## config.mk

```make
export PLATFORM = sky130hd
export DESIGN_NAME = multicycle_controller
export DESIGN_NICKNAME = d
export VERILOG_FILES = /design/src/rtl/multicycle_controller.sv
export SDC_FILE = /design/constraint.sdc
export NUM_CORES = 1
export LEC_CHECK = 0
export CAP_MARGIN = 20
export CORE_UTILIZATION = 25
export CTS_BUF_LIST = sky130_fd_sc_hd__clkbuf_4
export CTS_CLUSTER_DIAMETER = 200
export DETAILED_ROUTE_END_ITERATION = 8
export REMOVE_ABC_BUFFERS = 1
export SYNTH_ARGS = -nofsm -noshare
export SYNTH_HDL_FRONTEND = slang
export SYNTH_SLANG_ARGS = --single-unit
```

## constraint.sdc

```tcl
create_clock -name clk -period 3 [get_ports clk]
set_clock_uncertainty 0.15 [all_clocks]
set_input_delay 0.45 -clock clk [delete_from_list [all_inputs] [get_ports clk]]
set_output_delay 0.45 -clock clk [all_outputs]
set_load 0.005 [all_outputs]
```

## src/rtl/multicycle_controller.sv

```systemverilog
// Multi-cycle RV32I control FSM: IR latch, FETCH/DECODE/EXEC/MEM/WB sequencing, watchdog, instret.
// Optional macro ILLEGAL_TRAP_EN adds a sticky TRAP state and a trap output for unknown opcodes.
module multicycle_controller #(
    parameter int MEM_TIMEOUT = 15,
    parameter int TO_W        = 4,
    parameter int CNT_W       = 32
) (
    input  logic             clk,
    input  logic             rst,
    input  logic [31:0]      instr,
    input  logic             instr_valid,
    input  logic             mem_ready,
    input  logic             BrEq,
    input  logic             BrLT,
    output logic             imem_req,
    output logic             ir_we,
    output logic             pc_we,
    output logic             PCSel,
    output logic [2:0]       ImmSel,
    output logic [3:0]       ALUSel,
    output logic             ASel,
    output logic             BSel,
    output logic             BrUn,
    output logic [1:0]       WBSel,
    output logic             RegWrite,
    output logic             MemRead,
    output logic             MemWrite,
    output logic [2:0]       LoadStore_Sel,
    output logic [2:0]       state,
    output logic [CNT_W-1:0] instret,
`ifdef ILLEGAL_TRAP_EN
    output logic             trap,
`endif
    output logic             bus_err
);

    typedef enum logic [2:0] {
        ST_FETCH  = 3'd0,
        ST_DECODE = 3'd1,
        ST_EXEC   = 3'd2,
        ST_MEM    = 3'd3,
        ST_WB     = 3'd4,
        ST_ERR    = 3'd5,
        ST_TRAP   = 3'd6
    } state_t;

    localparam logic [6:0] OP_LOAD   = 7'b0000011;
    localparam logic [6:0] OP_STORE  = 7'b0100011;
    localparam logic [6:0] OP_IMM    = 7'b0010011;
    localparam logic [6:0] OP_REG    = 7'b0110011;
    localparam logic [6:0] OP_BRANCH = 7'b1100011;
    localparam logic [6:0] OP_JAL    = 7'b1101111;
    localparam logic [6:0] OP_JALR   = 7'b1100111;
    localparam logic [6:0] OP_LUI    = 7'b0110111;
    localparam logic [6:0] OP_AUIPC  = 7'b0010111;

    // Watchdog trips on the cycle its count would reach MEM_TIMEOUT.
    localparam logic [TO_W-1:0] WD_LIM = TO_W'(MEM_TIMEOUT - 1);

    state_t            state_reg;
    logic [31:0]       ir_reg;
    logic [TO_W-1:0]   wd_reg;
    logic [CNT_W-1:0]  instret_reg;
    logic              bus_err_reg;

    logic [6:0] opcode;
    logic [2:0] funct3;
    logic       alt;
    logic       is_load, is_store, is_branch, is_jump, is_op, valid_op;
    logic       taken;
    logic [3:0] alu_fn;
    logic       unused_ir_bits;

    assign opcode    = ir_reg[6:0];
    assign funct3    = ir_reg[14:12];
    assign alt       = ir_reg[30];
    assign is_load   = (opcode == OP_LOAD);
    assign is_store  = (opcode == OP_STORE);
    assign is_branch = (opcode == OP_BRANCH);
    assign is_jump   = (opcode == OP_JAL) || (opcode == OP_JALR);
    assign is_op     = (opcode == OP_REG);
    assign valid_op  = is_load || is_store || is_branch || is_jump || is_op ||
                       (opcode == OP_IMM) || (opcode == OP_LUI) || (opcode == OP_AUIPC);
    assign unused_ir_bits = ^{ir_reg[31], ir_reg[29:15], ir_reg[11:7]};

    // Shared funct3 ALU map; IR[30] selects sub only for register ops, sra for both.
    always_comb begin
        alu_fn = 4'b0010;
        case (funct3)
            3'b000: alu_fn = (is_op && alt) ? 4'b0011 : 4'b0010;
            3'b001: alu_fn = 4'b0111;
            3'b010: alu_fn = 4'b0100;
            3'b011: alu_fn = 4'b0101;
            3'b100: alu_fn = 4'b1010;
            3'b101: alu_fn = alt ? 4'b1001 : 4'b1000;
            3'b110: alu_fn = 4'b0001;
            3'b111: alu_fn = 4'b0000;
            default: alu_fn = 4'b0010;
        endcase
    end

    always_comb begin
        taken = 1'b0;
        case (funct3)
            3'b000:          taken = BrEq;
            3'b001:          taken = !BrEq;
            3'b100, 3'b110:  taken = BrLT;
            3'b101, 3'b111:  taken = !BrLT;
            default:         taken = 1'b0;
        endcase
    end

    always_comb begin
        ImmSel = 3'b000;
        ALUSel = 4'b0010;
        ASel   = 1'b0;
        BSel   = 1'b0;
        BrUn   = 1'b0;
        WBSel  = 2'b01;
        case (opcode)
            OP_LOAD:   begin BSel = 1'b1; WBSel = 2'b00; end
            OP_STORE:  begin ImmSel = 3'b001; BSel = 1'b1; end
            OP_IMM:    begin ALUSel = alu_fn; BSel = 1'b1; end
            OP_REG:    ALUSel = alu_fn;
            OP_BRANCH: begin ImmSel = 3'b010; ASel = 1'b1; BSel = 1'b1; BrUn = funct3[2] & funct3[1]; end
            OP_JAL:    begin ImmSel = 3'b100; ASel = 1'b1; BSel = 1'b1; WBSel = 2'b10; end
            OP_JALR:   begin BSel = 1'b1; WBSel = 2'b10; end
            OP_LUI:    begin ImmSel = 3'b011; ALUSel = 4'b1011; BSel = 1'b1; end
            OP_AUIPC:  begin ImmSel = 3'b101; ASel = 1'b1; BSel = 1'b1; end
            default:   ;
        endcase
    end

    always_comb begin
        case (funct3)
            3'b000, 3'b001, 3'b010, 3'b100, 3'b101: LoadStore_Sel = funct3;
            default:                                LoadStore_Sel = 3'b010;
        endcase
    end

    // Strobes are gated by rst so nothing fires while reset is held.
    always_comb begin
        imem_req = 1'b0;
        ir_we    = 1'b0;
        pc_we    = 1'b0;
        PCSel    = 1'b0;
        RegWrite = 1'b0;
        MemRead  = 1'b0;
        MemWrite = 1'b0;
        if (!rst) begin
            case (state_reg)
                ST_FETCH: begin
                    imem_req = 1'b1;
                    ir_we    = instr_valid;
                end
                ST_EXEC: begin
                    pc_we = is_branch;
                    PCSel = is_branch & taken;
                end
                ST_MEM: begin
                    MemRead  = is_load;
                    MemWrite = is_store;
                    pc_we    = is_store & mem_ready;
                end
                ST_WB: begin
                    pc_we    = 1'b1;
                    PCSel    = is_jump;
                    RegWrite = valid_op;
                end
                default: ;
            endcase
        end
    end

`ifdef ILLEGAL_TRAP_EN
    logic trap_reg;
    assign trap = trap_reg;
`endif

    always_ff @(posedge clk or posedge rst) begin
        if (rst) begin
            state_reg   <= ST_FETCH;
            ir_reg      <= 32'h0000_0013;
            wd_reg      <= '0;
            instret_reg <= '0;
            bus_err_reg <= 1'b0;
`ifdef ILLEGAL_TRAP_EN
            trap_reg    <= 1'b0;
`endif
        end else begin
            case (state_reg)
                ST_FETCH: begin
                    if (instr_valid) begin
                        ir_reg    <= instr;
                        wd_reg    <= '0;
                        state_reg <= ST_DECODE;
                    end else begin
                        wd_reg <= wd_reg + TO_W'(1);
                        if (wd_reg == WD_LIM) begin
                            state_reg   <= ST_ERR;
                            bus_err_reg <= 1'b1;
                        end
                    end
                end
                ST_DECODE: begin
                    wd_reg <= '0;
`ifdef ILLEGAL_TRAP_EN
                    if (!valid_op) begin
                        state_reg <= ST_TRAP;
                        trap_reg  <= 1'b1;
                    end else begin
                        state_reg <= ST_EXEC;
                    end
`else
                    state_reg <= ST_EXEC;
`endif
                end
                ST_EXEC: begin
                    if (is_branch) begin
                        instret_reg <= instret_reg + CNT_W'(1);
                        state_reg   <= ST_FETCH;
                    end else if (is_load || is_store) begin
                        state_reg <= ST_MEM;
                    end else begin
                        state_reg <= ST_WB;
                    end
                end
                ST_MEM: begin
                    if (mem_ready) begin
                        wd_reg <= '0;
                        if (is_store) begin
                            instret_reg <= instret_reg + CNT_W'(1);
                            state_reg   <= ST_FETCH;
                        end else begin
                            state_reg <= ST_WB;
                        end
                    end else begin
                        wd_reg <= wd_reg + TO_W'(1);
                        if (wd_reg == WD_LIM) begin
                            state_reg   <= ST_ERR;
                            bus_err_reg <= 1'b1;
                        end
                    end
                end
                ST_WB: begin
                    instret_reg <= instret_reg + CNT_W'(1);
                    state_reg   <= ST_FETCH;
                end
                ST_ERR:  bus_err_reg <= 1'b1;
                ST_TRAP: ;
                default: state_reg <= ST_FETCH;
            endcase
        end
    end

    assign state   = state_reg;
    assign instret = instret_reg;
    assign bus_err = bus_err_reg;

endmodule

```

After elaboration in Yosys (flattened, before gate mapping)
Index checks and enable logic that the tools add are counted.

operators by class
  add/sub/neg operators = 2
  reductions and logical operators = 27
  mux-type cells = 43
  bitwise gates (word level) = 3
  equal/unequal tests = 28

operators by type and width
  cell                     number
  $mux W32                 3
  $pmux W32 S3             1
  $add A32 B1 Y32 const B  1
  $pmux W4 S8              1
  $pmux W3 S5              2
  $eq A3 B3 Y1 const B     7
  $eq A7 B6 Y1 const B     3
  $eq A7 B7 Y1 const B     3
  $mux W3                  7
  $mux W1                  20
  $eq A7 B5 Y1 const B     2
  $eq A3 B2 Y1 const B     4
  $pmux W4 S3              1
  $ne A2 B2 Y1 const B     5
  $reduce_or A2 Y1         5
  $reduce_bool A3 Y1       3
  $logic_or A1 B1 Y1       8
  $mux W4                  2
  $pmux W4 S2              1
  $reduce_or A8 Y1         1
  $eq A7 B2 Y1 const B     1
  $eq A3 B1 Y1 const B     2
  $logic_not A3 Y1         2
  $pmux W1 S3              2
  13 further kinds         16

storage, ports and cells
  bits of input ports = 38
  bits in registers = 71
  output and inout bits = 58

Longest topological paths before layout
  depth after elaboration = 10
  mapped depth = 7
  gate-level depth less buffers = 7

Least setup slack after synthesis
No wires, ideal clock.

  path type = input to output
  start = input port rst
  end = output port MemRead
  setup slack = 0.503 ns
  arrival time = 1.897 ns
  data required time = 2.400 ns
  stages on the path = 2
  path through = inv_1 and4_1

on the way
  word-level cells in the longest chain between the ends = 1

RTL lines
  element             RTL line  RTL
  start: declaration  9         input logic rst,
  $mux W1             150       if (!rst) begin
  end: declaration    26        output logic MemRead,

Every way passes these cells.

Final worst setup path
  start = register ir_reg[4]
  end = output port BSel

on the way
  word-level cells in the longest chain between the ends = 3
  elaborated cells on any way between the ends = 10
  those cells by class = 8 x eq/ne; 1 x mux; 1 x reduce/logical

RTL lines
  element                                     RTL line  RTL
  start: declaration                          61        logic [31:0] ir_reg;
  start signal: assignment                    194       ir_reg <= instr;
  $eq A7 B2 Y1, or another cell as far along  120       case (opcode)
  $reduce_or A8 Y1 (no source line) (*)       --
  $mux W1 (*)                                 120
  end: declaration                            22        output logic BSel,

Mark *: on every way between the ends. The rest lies on a longest branch, timed or not.

==> summary.md <==
| Metric | Value |
|---|---|
| Outcome | `completed` |
| Initial Util | `0.259` |
| CTS max path bufs | `2` |
| Slew @ Worst Pin | `0.501 ns` |
| Iter 0 DRT Violations | `90` |
| Proportion of layout cells with a drive suffix above 1 | `0.157` |
| Most frequent CP cell | `nor2b_1` |
| Setup TNS | `0 ns` |
| CP Class | `reg -> out` |
| Max-slew violations | `0` |
| TritonCTS Sinks | `51` |
| Area added between synthesis and finish | `40.4%` |
| Worst-Skew Late Latency | `0.38 ns` |
| Die height | `108 um` |
| # IOs | `96` |
| Clock-pin transition on the worst setup and hold timing paths | `0.16 ns` |
| # rows | `38` |
| Seq/Total Area, Yosys | `0.452` |
| Crit path time final | `2.86 ns` |
| Hold Vio Cnt, Final | `0` |
| GP Congestion | `0.837` |
| Max-cap violations | `0` |
| TritonCTS Buffers | `5` |
| Lkg Pwr | `1.67 nW` |
| First-pass GRT wire length | `11.8 mm` |
| Initial antenna violation count | `0` |
| DP Wirelength | `5.24 mm` |
| Yosys warning count | `0` |
| Vias in the first global route | `2360` |
| Synthesized area per cell | `9.86 um2` |
| Cell taking the most area after synthesis | `dfrtp_1` |
| Top post-synthesis cells by area | `dfrtp_1 (42%), xnor2_1 (9.3%), mux2_2 (4.4%), nand4_1 (4.0%), nand2_1 (3.1%)` |
| Comb pwr share | `0.480` |
| WP data arrival | `2.26 ns` |
| Antenna cells | `0` |
| Fmax | `0.350 GHz` |
| Clock Power Share | `0.130` |
| Hold_buf cts | `0` |
| Total grt overflow | `0` |
| Mapped Cells | `287` |
| Top-count cell post-synth | `dfrtp_1` |
| Design Area, Final | `3970 um2` |
| Residual DRC count | `0` |
| Main synth FF type | `dfrtp_1` |
| Buffers & Inverters on Critical Path | `1` |
| Worst path max stage delay | `0.65 ns` |
| Setup WS pre-CTS | `0.0351 ns` |
| Post-synth EDFFs | `0` |
| Largest net degree at the start of global routing | `34` |
| Internal power | `1.62 mW` |
| VDD IR max | `0.306 mV` |
| Port bufs | `74` |
| # setup viols final | `0` |
| CTS tree | `built` |
| Crit. End Element | `output pin` |
| Final wirelength | `7.17 mm` |
| TritonRoute pass-1 iters | `4` |
| Flop2flop setup slack | `0.70 ns` |
| WP data required | `2.40 ns` |
| CTS Root Cell | `clkbuf_4` |
| Worst relative slew slack | `0.666` |
| Fill cell count | `1134` |
| Asr flop ratio synth | `1.00` |
| Core Region | `10900 um2` |
| Area post-placement | `3810 um2` |
| Slowest-stage cell, CP | `dfstp_2` |
| Total number of vias | `2416` |
| Storage cell area | `1280 um2` |
| Net Sw Frac | `0.391` |
| CTS H-Tree Depth | `2` |
| Max reg flops | `32` |
| Fin nets | `416` |
| DRT antenna net count | `0` |
| Register bit total from synthesis | `51` |
| Area of the multi-input gates | `1500 um2` |
| Setup ws final | `0.140 ns` |
| Critical path startpoint category | `flop` |
| Crit-path leading delay family | `flip-flops` |
| Synth top area share | `0.424` |
| Sequential power share | `0.390` |
| RSZ-0062 raised after global routing | `false` |
| Die area | `11800 um2` |
| Final Core Density | `0.363` |
| Crit-path max FO | `9` |
| Worst hold path class | `reg -> reg` |
| Fin crit share | `0.953` |
| Cell Chain, Critical Path | `nor2b_1, nor2b_1, o21ai_0, a21oi_1, clkdlybuf4s50_1` |
| Drt wl/cell | `13.9 um` |
| Pwr dens | `669 nW/um2` |
| Syn Std Cell Area | `2830 um2` |
| Via density | `4.68` |
| P_sw | `1.04 mW` |
| Most frequent cells after synthesis | `dfrtp_1 (48), xnor2_1 (30), nand2_1 (23), nor2_1 (23), nand4_1 (18)` |
| Die X | `108 um` |
| Count of unique library cells instantiated by Yosys | `47` |
| GRT Overall Usage | `0.127` |
## per-layer routing
layer	up-vias	part of all wire	GRT usage
li1	1185	-	-
met1	1155	0.48	0.172
met2	72	0.46	0.209
met3	4	0.054	0.0277
met4	0	0.0063	0.0232
met5	-	0	0
## worst reg2reg max path, stage by stage, from the launching register on
cell	delay (ns)
dfstp_2	0.56
and4bb_4	0.24
buf_4	0.14
o2111ai_4	0.19
a2111oi_4	0.59
nand4_1	0.18
xnor2_1	0.16
## cells in the final DEF (no fill, tap or decap), drive strengths merged, types with 10 or more instances in the layout
master         count
clkdlybuf4s50     68
nor2              23
mux2              11
nand4             18
nand3             13
nand2             23
xnor2             30
dfrtp             48
buf               23
o21ai             11
inv               10
## area by class of cell
| cell class | instances | area share |
|---|---|---|
| well taps | 140 | 0.0441 |
| multi-input cells | 212 | 0.377 |
| inverters | 8 | 0.00756 |
| clock inverters | 3 | 0.00693 |
| flip-flops and latches | 51 | 0.322 |
| repair buffers | 97 | 0.233 |
| clock buffers | 5 | 0.00945 |
## timing repair
action / in CTS / in global routing
endpoints found under the setup margin: 6 / 7
gates resized for setup: 7 / 8
gates cloned: 0 / 0
setup buffers: 1 / 6
pin swaps: 0 / 6
## through the flow
stage	hold WS (ns)	power, mW	std cells
4_1_cts	0.346	2.64	510
3_5_place_dp	0.325	2.25	501
3_3_place_gp	0.310	2.23	501
5_1_grt	0.365	2.87	516
6_report	0.336	2.66	516
2_1_floorplan	0.315	1.69	271
## cell families after synthesis
family,after synthesis,synth area share
adder cells (fa/ha/maj),3,0.0133
XOR/XNOR,37,0.115
multiplexers,15,0.0579
flip-flops,51,0.452
buffers and inverters,24,0.0336
AND/OR/NAND/NOR,124,0.240
AO/OA/AOI/OAI,33,0.0884
## worst paths after layout
kind / start / endpoint / depth (start not counted)
worst max-delay path: ir_reg[4]$_DFFE_PP1P_ / BSel / 5
worst min-delay path: instret[31]$_DFFE_PP0P_ / instret[31]$_DFFE_PP0P_ / 1
worst max register to register: ir_reg[1]$_DFFE_PP1P_ / instret[27]$_DFFE_PP0P_ / 6
worst min register to register: instret[31]$_DFFE_PP0P_ / instret[31]$_DFFE_PP0P_ / 1
max in group asynchronous: rst / ir_reg[0]$_DFFE_PP1P_ / 3
min in group asynchronous: rst / instret[31]$_DFFE_PP0P_ / 3
## power groups by stage
stage          clock network [mW]  registers, mW  logic, mW
2_1_floorplan                   0           1.09      0.599
3_3_place_gp                    0           1.05       1.18
3_5_place_dp                    0           1.05       1.19
4_1_cts                     0.369           1.05       1.23
5_1_grt                     0.394           1.06       1.41
6_report                    0.346           1.04       1.27
(Power assumes the default switching activity.)
